## src/rtl/lane_packer.sv

```systemverilog
// lane_packer: packs a stream of narrow beats into a LANES_NUM-wide lane vector.
// A vector closes on s_last or when the final lane fills. It is then held on
// the master side until it is handed off.
// Optional build macro LANE_PACKER_OVERLAP_EN: while a vector is held, s_ready
// follows m_ready, so lane 0 of the next vector is captured in the handoff
// cycle. Without the macro, each handoff costs one bubble cycle.
module lane_packer #(
    parameter int unsigned LANES_NUM   = 32,
    parameter int unsigned IDATA_WIDTH = 16,
    parameter int unsigned CNT_WIDTH   = $clog2(LANES_NUM + 1)
) (
    input  logic                             clk,
    input  logic                             rst_n,
    input  logic                             s_valid,
    output logic                             s_ready,
    input  logic [IDATA_WIDTH-1:0]           s_data,
    input  logic                             s_last,
    output logic                             m_valid,
    input  logic                             m_ready,
    output logic [LANES_NUM*IDATA_WIDTH-1:0] m_data,
    output logic [LANES_NUM-1:0]             m_lane_valid,
    output logic [CNT_WIDTH-1:0]             m_count
);

    localparam int unsigned MDATA_W = LANES_NUM * IDATA_WIDTH;

    typedef enum logic {
        FILL = 1'b0,
        HOLD = 1'b1
    } state_e;

    state_e               state_q, state_d;
    logic [MDATA_W-1:0]   data_q, data_d;
    logic [LANES_NUM-1:0] mask_q, mask_d;
    logic [CNT_WIDTH-1:0] cnt_q, cnt_d;
    logic                 rdy_q;

    // rdy_q keeps s_ready low during reset and raises it on the first edge after release
    always_ff @(posedge clk or negedge rst_n) begin
        if (!rst_n) begin
            rdy_q <= 1'b0;
        end else begin
            rdy_q <= 1'b1;
        end
    end

    // State, lane data, lane mask and fill count registers
    always_ff @(posedge clk or negedge rst_n) begin
        if (!rst_n) begin
            state_q <= FILL;
            data_q  <= '0;
            mask_q  <= '0;
            cnt_q   <= '0;
        end else begin
            state_q <= state_d;
            data_q  <= data_d;
            mask_q  <= mask_d;
            cnt_q   <= cnt_d;
        end
    end

    // Next-state: fill lanes in order, hold the closed vector, clear on handoff
    always_comb begin
        state_d = state_q;
        data_d  = data_q;
        mask_d  = mask_q;
        cnt_d   = cnt_q;
        case (state_q)
            FILL: begin
                if (s_valid && rdy_q) begin
                    for (int unsigned i = 0; i < LANES_NUM; i++) begin
                        if (cnt_q == CNT_WIDTH'(i)) begin
                            data_d[i*IDATA_WIDTH +: IDATA_WIDTH] = s_data;
                            mask_d[i] = 1'b1;
                        end
                    end
                    cnt_d = cnt_q + CNT_WIDTH'(1);
                    if (s_last || (cnt_q == CNT_WIDTH'(LANES_NUM - 1))) begin
                        state_d = HOLD;
                    end
                end
            end
            HOLD: begin
                if (m_ready) begin
                    state_d = FILL;
                    data_d  = '0;
                    mask_d  = '0;
                    cnt_d   = '0;
`ifdef LANE_PACKER_OVERLAP_EN
                    // Beat taken in the handoff cycle opens the next vector at lane 0
                    if (s_valid && rdy_q) begin
                        data_d[IDATA_WIDTH-1:0] = s_data;
                        mask_d[0]               = 1'b1;
                        cnt_d                   = CNT_WIDTH'(1);
                        if (s_last) begin
                            state_d = HOLD;
                        end
                    end
`endif
                end
            end
            default: state_d = FILL;
        endcase
    end

    // Upstream ready: open while filling; while holding, only in overlap builds
`ifdef LANE_PACKER_OVERLAP_EN
    assign s_ready = rdy_q && ((state_q == FILL) || m_ready);
`else
    assign s_ready = rdy_q && (state_q == FILL);
`endif

    assign m_valid      = (state_q == HOLD);
    assign m_data       = data_q;
    assign m_lane_valid = mask_q;
    assign m_count      = cnt_q;

endmodule

```

## config.mk

```make
export PLATFORM = sky130hd
export DESIGN_NAME = lane_packer
export DESIGN_NICKNAME = d
export VERILOG_FILES = /design/src/rtl/lane_packer.sv
export SDC_FILE = /design/constraint.sdc
export NUM_CORES = 1
export LEC_CHECK = 0
export ABC_AREA = 1
export BUFFER_PORTS_ARGS = -buffer_cell sky130_fd_sc_hd__buf_2
export CAP_MARGIN = 20
export CELL_PAD_IN_SITES_DETAIL_PLACEMENT = 1
export CELL_PAD_IN_SITES_GLOBAL_PLACEMENT = 1
export CORE_MARGIN = 4
export CORE_UTILIZATION = 36
export DETAILED_ROUTE_END_ITERATION = 7
export PLACE_DENSITY_LB_ADDON = 0.1
export SYNTH_ARGS = -nofsm -noshare
export SYNTH_HDL_FRONTEND = slang
export SYNTH_SLANG_ARGS = --single-unit
```

## constraint.sdc

```tcl
create_clock -name clk -period 1.6 [get_ports clk]
set_clock_uncertainty 0.15 [all_clocks]
set_input_delay 0 -clock clk [delete_from_list [all_inputs] [get_ports clk]]
set_output_delay 0 -clock clk [all_outputs]
set_load 0.005 [all_outputs]
```

### Yosys cells after proc, flatten, opt, wreduce, memory -nomap -nowiden

Cells that the tools add are included.

| operators by class | value |
|---|---|
| add/subtract/negate cells | 1 |
| equal/unequal tests | 65 |
| reduce and logical (&&, ||, !) cells | 37 |
| multiplexer cells | 77 |
| bitwise logic cells | 1 |

Operators with widths:

| operator | number |
|---|---|
| 2-to-1 mux 512 bit | 2 |
| one-hot mux 512 bit (2 select lines) | 1 |
| 2-to-1 mux 16 bit | 32 |
| equality test 6 x 5 -> 1 bit (second input constant) | 16 |
| AND reduction 3 bit | 32 |
| inequality test 2 bit (second input constant) | 34 |
| 2-to-1 mux 32 bit | 2 |
| one-hot mux 32 bit (2 select lines) | 1 |
| equality test 6 x 4 -> 1 bit (second input constant) | 8 |
| 2-to-1 mux 1 bit | 35 |
| equality test 6 x 3 -> 1 bit (second input constant) | 4 |
| equality test 6 x 2 -> 1 bit (second input constant) | 2 |
| 2-to-1 mux 6 bit | 2 |
| one-hot mux 6 bit (2 select lines) | 1 |
| adder 6 x 1 -> 6 bit (second input constant) | 1 |
| equality test 6 x 1 -> 1 bit (second input constant) | 1 |
| zero test 6 bit | 1 |
| logical AND 1 bit | 2 |
| one-hot mux 1 bit (2 select lines) | 1 |
| AND reduction 2 bit | 1 |
| logical OR 1 bit | 1 |
| NOT 1 bit | 1 |

| storage, ports and cells | value |
|---|---|
| bits in registers | 552 |
| bits of input ports | 21 |
| logic and storage cells | 248 |
| output and inout port bits | 552 |

### Longest topological paths before layout

| depth | value |
|---|---|
| word-level depth | 5 |
| mapped depth | 10 |
| mapped depth without buffers | 9 |

### Least setup slack after synthesis

No wires, ideal clock.

| timing path | value |
|---|---|
| path kind | register -> register |
| from | reg cnt_q[0], in the netlist m_count[0] |
| to | reg data_q[453], in the netlist m_data[453] |
| cell stages (with the launch flop) | 11 |
| slack | -0.243 ns |
| arrival time | 1.577 ns |
| data required time | 1.334 ns |
| period minus slack after synthesis | 1.843 ns |
| buffers on the path | 1 |
| setup time | 0.116 ns |
| path through | dfrtp_1 inv_1 ha_1 inv_1 nor2_4 nand2_1 nor2_4 nor2_4 buf_6 nand2_1 nand2_1 |

| between the ends | value |
|---|---|
| word-level cells in the longest chain between the ends | 3 |

RTL lines:

| what | RTL line | text |
|---|---|---|
| start: declaration | 35 | `logic [CNT_WIDTH-1:0] cnt_q, cnt_d;` |
| start signal: assignment | 58 | `cnt_q <= cnt_d;` |
| equality test 6 x 5 -> 1 bit | 72 | `if (cnt_q == CNT_WIDTH'(i)) begin` |
| inequality test 2 bit (no source line) | -- |  |
| AND reduction 3 bit (no source line) | -- |  |
| end signal: assignment | 56 | `data_q <= data_d;` |
| end: declaration | 33 | `logic [MDATA_W-1:0] data_q, data_d;` |

No other way between the ends.
A chain may end at the register's enable or synchronous reset.

### Worst setup path in the final report

| timing path | value |
|---|---|
| from | reg cnt_q[1], in the netlist m_count[1] |
| to | reg data_q[201], in the netlist m_data[201] |

| between the ends | value |
|---|---|
| word-level cells in the longest chain between the ends | 3 |

RTL lines:

| what | RTL line |
|---|---|
| equality test 6 x 4 -> 1 bit | 72 |
| inequality test 2 bit (no source line) | -- |
| AND reduction 3 bit (no source line) | -- |

No other way between the ends.

==> report_table.html <==
<table>
<tr><th>Metric</th><th>Value</th></tr>
<tr><th colspan="2">Outcome</th></tr>
<tr><td>Outcome</td><td>complete, but fails checks</td></tr>
<tr><td>Violations in the final reports</td><td>setup timing</td></tr>
<tr><th colspan="2">Worst setup path</th></tr>
<tr><td>Data required time of the worst path</td><td>1950 ps</td></tr>
<tr><td>Crit path max-delay family</td><td>simple AND/OR/NAND/NOR gates</td></tr>
<tr><td>Crit Path Class</td><td>flip-flop to flip-flop</td></tr>
<tr><td>Critical Path Slowest Stage Cell</td><td>sky130_fd_sc_hd__dfrtp_1</td></tr>
<tr><td>Endpoint type of the worst setup path</td><td>flip-flop</td></tr>
<tr><td>Critical path buffer and inverter count</td><td>4</td></tr>
<tr><td>Ordered list of cells on the worst path</td><td>inv_2, buf_12, ha_4, inv_8, nor2_4, nand2_2, nand2_2, nand3_4, clkbuf_16, nand2_1, nand2_1</td></tr>
<tr><td>Worst stage delay on the critical path</td><td>420 ps</td></tr>
<tr><td>Biggest fanout along the worst timing path</td><td>7</td></tr>
<tr><td>Crit path arrival time</td><td>2240 ps</td></tr>
<tr><td>Critical Path Source Type</td><td>flip-flop</td></tr>
<tr><th colspan="2">Synthesis</th></tr>
<tr><td>Number of enable-type register cells in the synthesized netlist</td><td>0</td></tr>
<tr><td>Mapped Avg Cell Area</td><td>9.761 um2</td></tr>
<tr><td>Yosys cell types</td><td>26</td></tr>
<tr><td>Syn Std Cell Area</td><td>21,380 um2</td></tr>
<tr><td>Count of mapped cells out of synthesis</td><td>2,190</td></tr>
<tr><td>Part of the Yosys area used for sequential elements</td><td>64.62%</td></tr>
<tr><td>Count of yosys warnings during synthesis</td><td>0</td></tr>
<tr><td>Synth Register Bits</td><td>552</td></tr>
<tr><td>Fraction of registers with async set or reset after synthesis</td><td>100.0%</td></tr>
<tr><td>Primary FF master, synth</td><td>sky130_fd_sc_hd__dfrtp_1</td></tr>
<tr><td>Net count of the mapped netlist</td><td>2,215</td></tr>
<tr><th colspan="2">Clocking</th></tr>
<tr><td>Number of buffers added by the clock tree synthesis step</td><td>60</td></tr>
<tr><td>Number of sinks driven by the clock tree</td><td>552</td></tr>
<tr><td>H-tree depth reported by CTS</td><td>2</td></tr>
<tr><td>Buffer depth of the longest clock path</td><td>3</td></tr>
<tr><td>CTS root buf</td><td>sky130_fd_sc_hd__clkbuf_16</td></tr>
<tr><td>Insertion delay to the later sink of the worst-skew pair</td><td>620 ps</td></tr>
<tr><td>Clock-pin slew on the worst setup and hold paths</td><td>70 ps</td></tr>
<tr><td>CTS tree</td><td>yes</td></tr>
<tr><th colspan="2">Cells and area</th></tr>
<tr><td>Syn-to-layout area delta</td><td>50.04%</td></tr>
<tr><td>Count of fill cells added during filler insertion</td><td>6,460</td></tr>
<tr><td>Most used cells in the layout excluding fill and tap cells</td><td>sky130_fd_sc_hd__buf_2 (571), sky130_fd_sc_hd__dfrtp_1 (547), sky130_fd_sc_hd__nand2_1 (443)</td></tr>
<tr><td>Number of cells in the finished layout apart from fillers</td><td>3,749</td></tr>
<tr><td>Share of post-route cells with drive strength above 1</td><td>42.05%</td></tr>
<tr><td>Number of nets at the end of the flow</td><td>2,954</td></tr>
<tr><td>Commonest non-fill, non-tap cell in the layout</td><td>sky130_fd_sc_hd__buf_2</td></tr>
<tr><td>Utilization after layout</td><td>54.44%</td></tr>
<tr><th colspan="2">Flow run</th></tr>
<tr><td>Maxcap violations</td><td>0</td></tr>
<tr><th colspan="2">Place</th></tr>
<tr><td>Post-placement cell count</td><td>3,534</td></tr>
<tr><td>Last weighted congestion value of the routability-driven placer</td><td>0.8454</td></tr>
<tr><td>Number of buffers added on ports</td><td>572</td></tr>
<tr><td>Post-Place Setup Slack</td><td>-292.8 ps</td></tr>
<tr><td>Half-perimeter wire length after detailed placement</td><td>63,300 um</td></tr>
<tr><th colspan="2">Die</th></tr>
<tr><td>Num rows</td><td>89</td></tr>
<tr><td>Die area</td><td>63,340 um2</td></tr>
<tr><td>Horiz. Die Dim</td><td>251.7 um</td></tr>
<tr><td>Ports</td><td>573</td></tr>
<tr><td>Initial standard-cell utilization of the core</td><td>36.29%</td></tr>
<tr><td>Core box area</td><td>58,910 um2</td></tr>
<tr><td>Die height</td><td>251.7 um</td></tr>
<tr><th colspan="2">Routing</th></tr>
<tr><td>Met2 Wirelength</td><td>48,680 um</td></tr>
<tr><td>Routed wirelength normalized by instance count</td><td>26.49 um</td></tr>
<tr><td>Met3 wire length</td><td>6570 um</td></tr>
<tr><td>Top routing layer in use</td><td>met4</td></tr>
<tr><td>First-pass iteration count of the detailed router</td><td>5</td></tr>
<tr><td>Number of DRC markers in iteration 0</td><td>1,428</td></tr>
<tr><td>Vias per Instance</td><td>5.344</td></tr>
<tr><td>Total vias in the final route</td><td>20,040</td></tr>
<tr><td>Remaining number of nets flagged by the antenna check after routing</td><td>0</td></tr>
<tr><td>M1 WL</td><td>39,900 um</td></tr>
<tr><td># DRC</td><td>0</td></tr>
<tr><td>Wire length reported by the detailed router</td><td>99,320 um</td></tr>
<tr><th colspan="2">GRT</th></tr>
<tr><td>Largest net degree at the start of global routing</td><td>78</td></tr>
<tr><td>Wire length of the first global-routing pass</td><td>139,300 um</td></tr>
<tr><td>Number of antenna violations at the first check in global routing</td><td>3</td></tr>
<tr><td>Number of global-route vias before repair</td><td>20,530</td></tr>
<tr><td>Global router's overall resource usage</td><td>29.07%</td></tr>
<tr><td>Overflow after GRT</td><td>0</td></tr>
<tr><th colspan="2">Timing</th></tr>
<tr><td>Total setup violations reported at the end of the flow</td><td>553</td></tr>
<tr><td>Final period util</td><td>118.6%</td></tr>
<tr><td>Max-slew violation count</td><td>0</td></tr>
<tr><td>Hold Violations, Final</td><td>0</td></tr>
<tr><td>RSZ-0062 raised after global routing</td><td>yes</td></tr>
<tr><td>Final min period</td><td>1898 ps</td></tr>
<tr><td>Max Freq</td><td>526.9 MHz</td></tr>
<tr><td>Post-route worst hold slack</td><td>104.8 ps</td></tr>
<tr><td>Slack of the critical path</td><td>-298.0 ps</td></tr>
<tr><th colspan="2">Power and ir drop</th></tr>
<tr><td>Power per cell area</td><td>1152 nW/um2</td></tr>
<tr><td>Maximum VDD drop</td><td>0.9701 mV</td></tr>
<tr><td>Overall power after layout</td><td>36.95 mW</td></tr>
<tr><td>Static Leak</td><td>17.19 nW</td></tr>
<tr><th colspan="2">Min path</th></tr>
<tr><td>Hold crit path type</td><td>input pin to flip-flop</td></tr>
</table>
-- per-layer routing --
metal | GRT usage [%] | vias to the layer above
met3 | 6.917 | 198
li1 | - | 8816
met1 | 37.41 | 10340
met5 | 0 | -
met4 | 10.40 | 0
met2 | 48.31 | 685
-- power breakdown --
group          leakage [nW]  internal (mW)  switching (mW)  total (mW)
clock network         0.946           7.96            5.80        13.8
logic                  8.59           3.02            4.16        7.18
registers              7.65           15.1           0.873        16.0
-- state kept, by name, summed over array words and instances (netlist names) --
register	count
m_count	6
m_lane_valid	32
rdy_q	1
m_data	512
m_valid	1
-- metrics by stage --
step	instance area (um2)	TNS (ps)
after floorplan	21560	-7609
after global placement	26760	-58370
after detailed placement	26760	-80610
after CTS	30510	-65790
after global routing	32070	-138780
final	32070	-99510
-- Yosys cell counts, types with 9 or more instances --
library cell / n / share of area (%)
sky130_fd_sc_hd__buf_1: 29 / 0.51
sky130_fd_sc_hd__nand2_1: 522 / 9.2
sky130_fd_sc_hd__inv_1: 39 / 0.68
sky130_fd_sc_hd__buf_2: 49 / 1.1
sky130_fd_sc_hd__o21ai_1: 49 / 1.1
sky130_fd_sc_hd__nor2_4: 12 / 0.63
sky130_fd_sc_hd__clkbuf_1: 96 / 1.7
sky130_fd_sc_hd__nor2_1: 32 / 0.56
sky130_fd_sc_hd__dfrtp_1: 552 / 65
sky130_fd_sc_hd__nand3_1: 465 / 11
sky130_fd_sc_hd__a21oi_1: 10 / 0.23
sky130_fd_sc_hd__buf_4: 9 / 0.32
sky130_fd_sc_hd__o21ai_0: 276 / 6.5
-- worst register-to-register path, stage by stage, from the launching register on --
cell and delay, ps:
sky130_fd_sc_hd__dfrtp_1 420, sky130_fd_sc_hd__inv_2 120, sky130_fd_sc_hd__buf_12 110, sky130_fd_sc_hd__ha_4 170, sky130_fd_sc_hd__inv_8 60, sky130_fd_sc_hd__nor2_4 150, sky130_fd_sc_hd__nand2_2 80, sky130_fd_sc_hd__nand2_2 80
sky130_fd_sc_hd__nand3_4 120, sky130_fd_sc_hd__clkbuf_16 210, sky130_fd_sc_hd__nand2_1 70, sky130_fd_sc_hd__nand2_1 50
-- layout make-up --
type	instances	area, um2	share of cell area [%]
timing repair buffer	865	7086	22.09
tap	773	967.2	3.016
clock inverter	14	125.1	0.3901
antenna	3	7.507	0.02341
sequential	552	13820	43.09
inverter	46	230.2	0.7178
clock buffer	92	1793	5.590
timing repair inverter	1	8.758	0.02731
multi-input combinational	1403	8035	25.05
-- worst paths after layout --
path                       cells past startpoint           to  slack (ps)         from
max                                           11  m_data[201]        -300   m_count[1]
min                                            4      m_valid         100       s_last
max reg2reg                                   11  m_data[201]        -300   m_count[1]
min reg2reg                                    2  m_data[484]         320  m_data[484]
max in group asynchronous                      5  m_data[444]         250        rst_n
min in group asynchronous                      3  m_data[505]         200        rst_n
-- logic make-up after synthesis --
logic type / count (synthesis) / share of synthesized area, %
adders and majority gates: 4 / 0.2341
DFF: 552 / 64.62
AOI/OAI and AO/OA: 340 / 8.043
other: 1 / 0.01754
and+or+nand+nor: 1057 / 22.23
buffers and inverters: 236 / 4.858
-- what timing repair did --
| action | CTS | global route |
|---|---|---|
| resized for setup | 257 | 292 |
| gates cloned | 20 | 26 |
| endpoints found under the setup margin | 546 | 556 |
| hold buffers | 21 | 0 |
| buffers inserted | 38 | 9 |
| pin swaps | 28 | 43 |
| hold endpoints to repair | 1081 | 0 |
(Power assumes the default switching activity.)
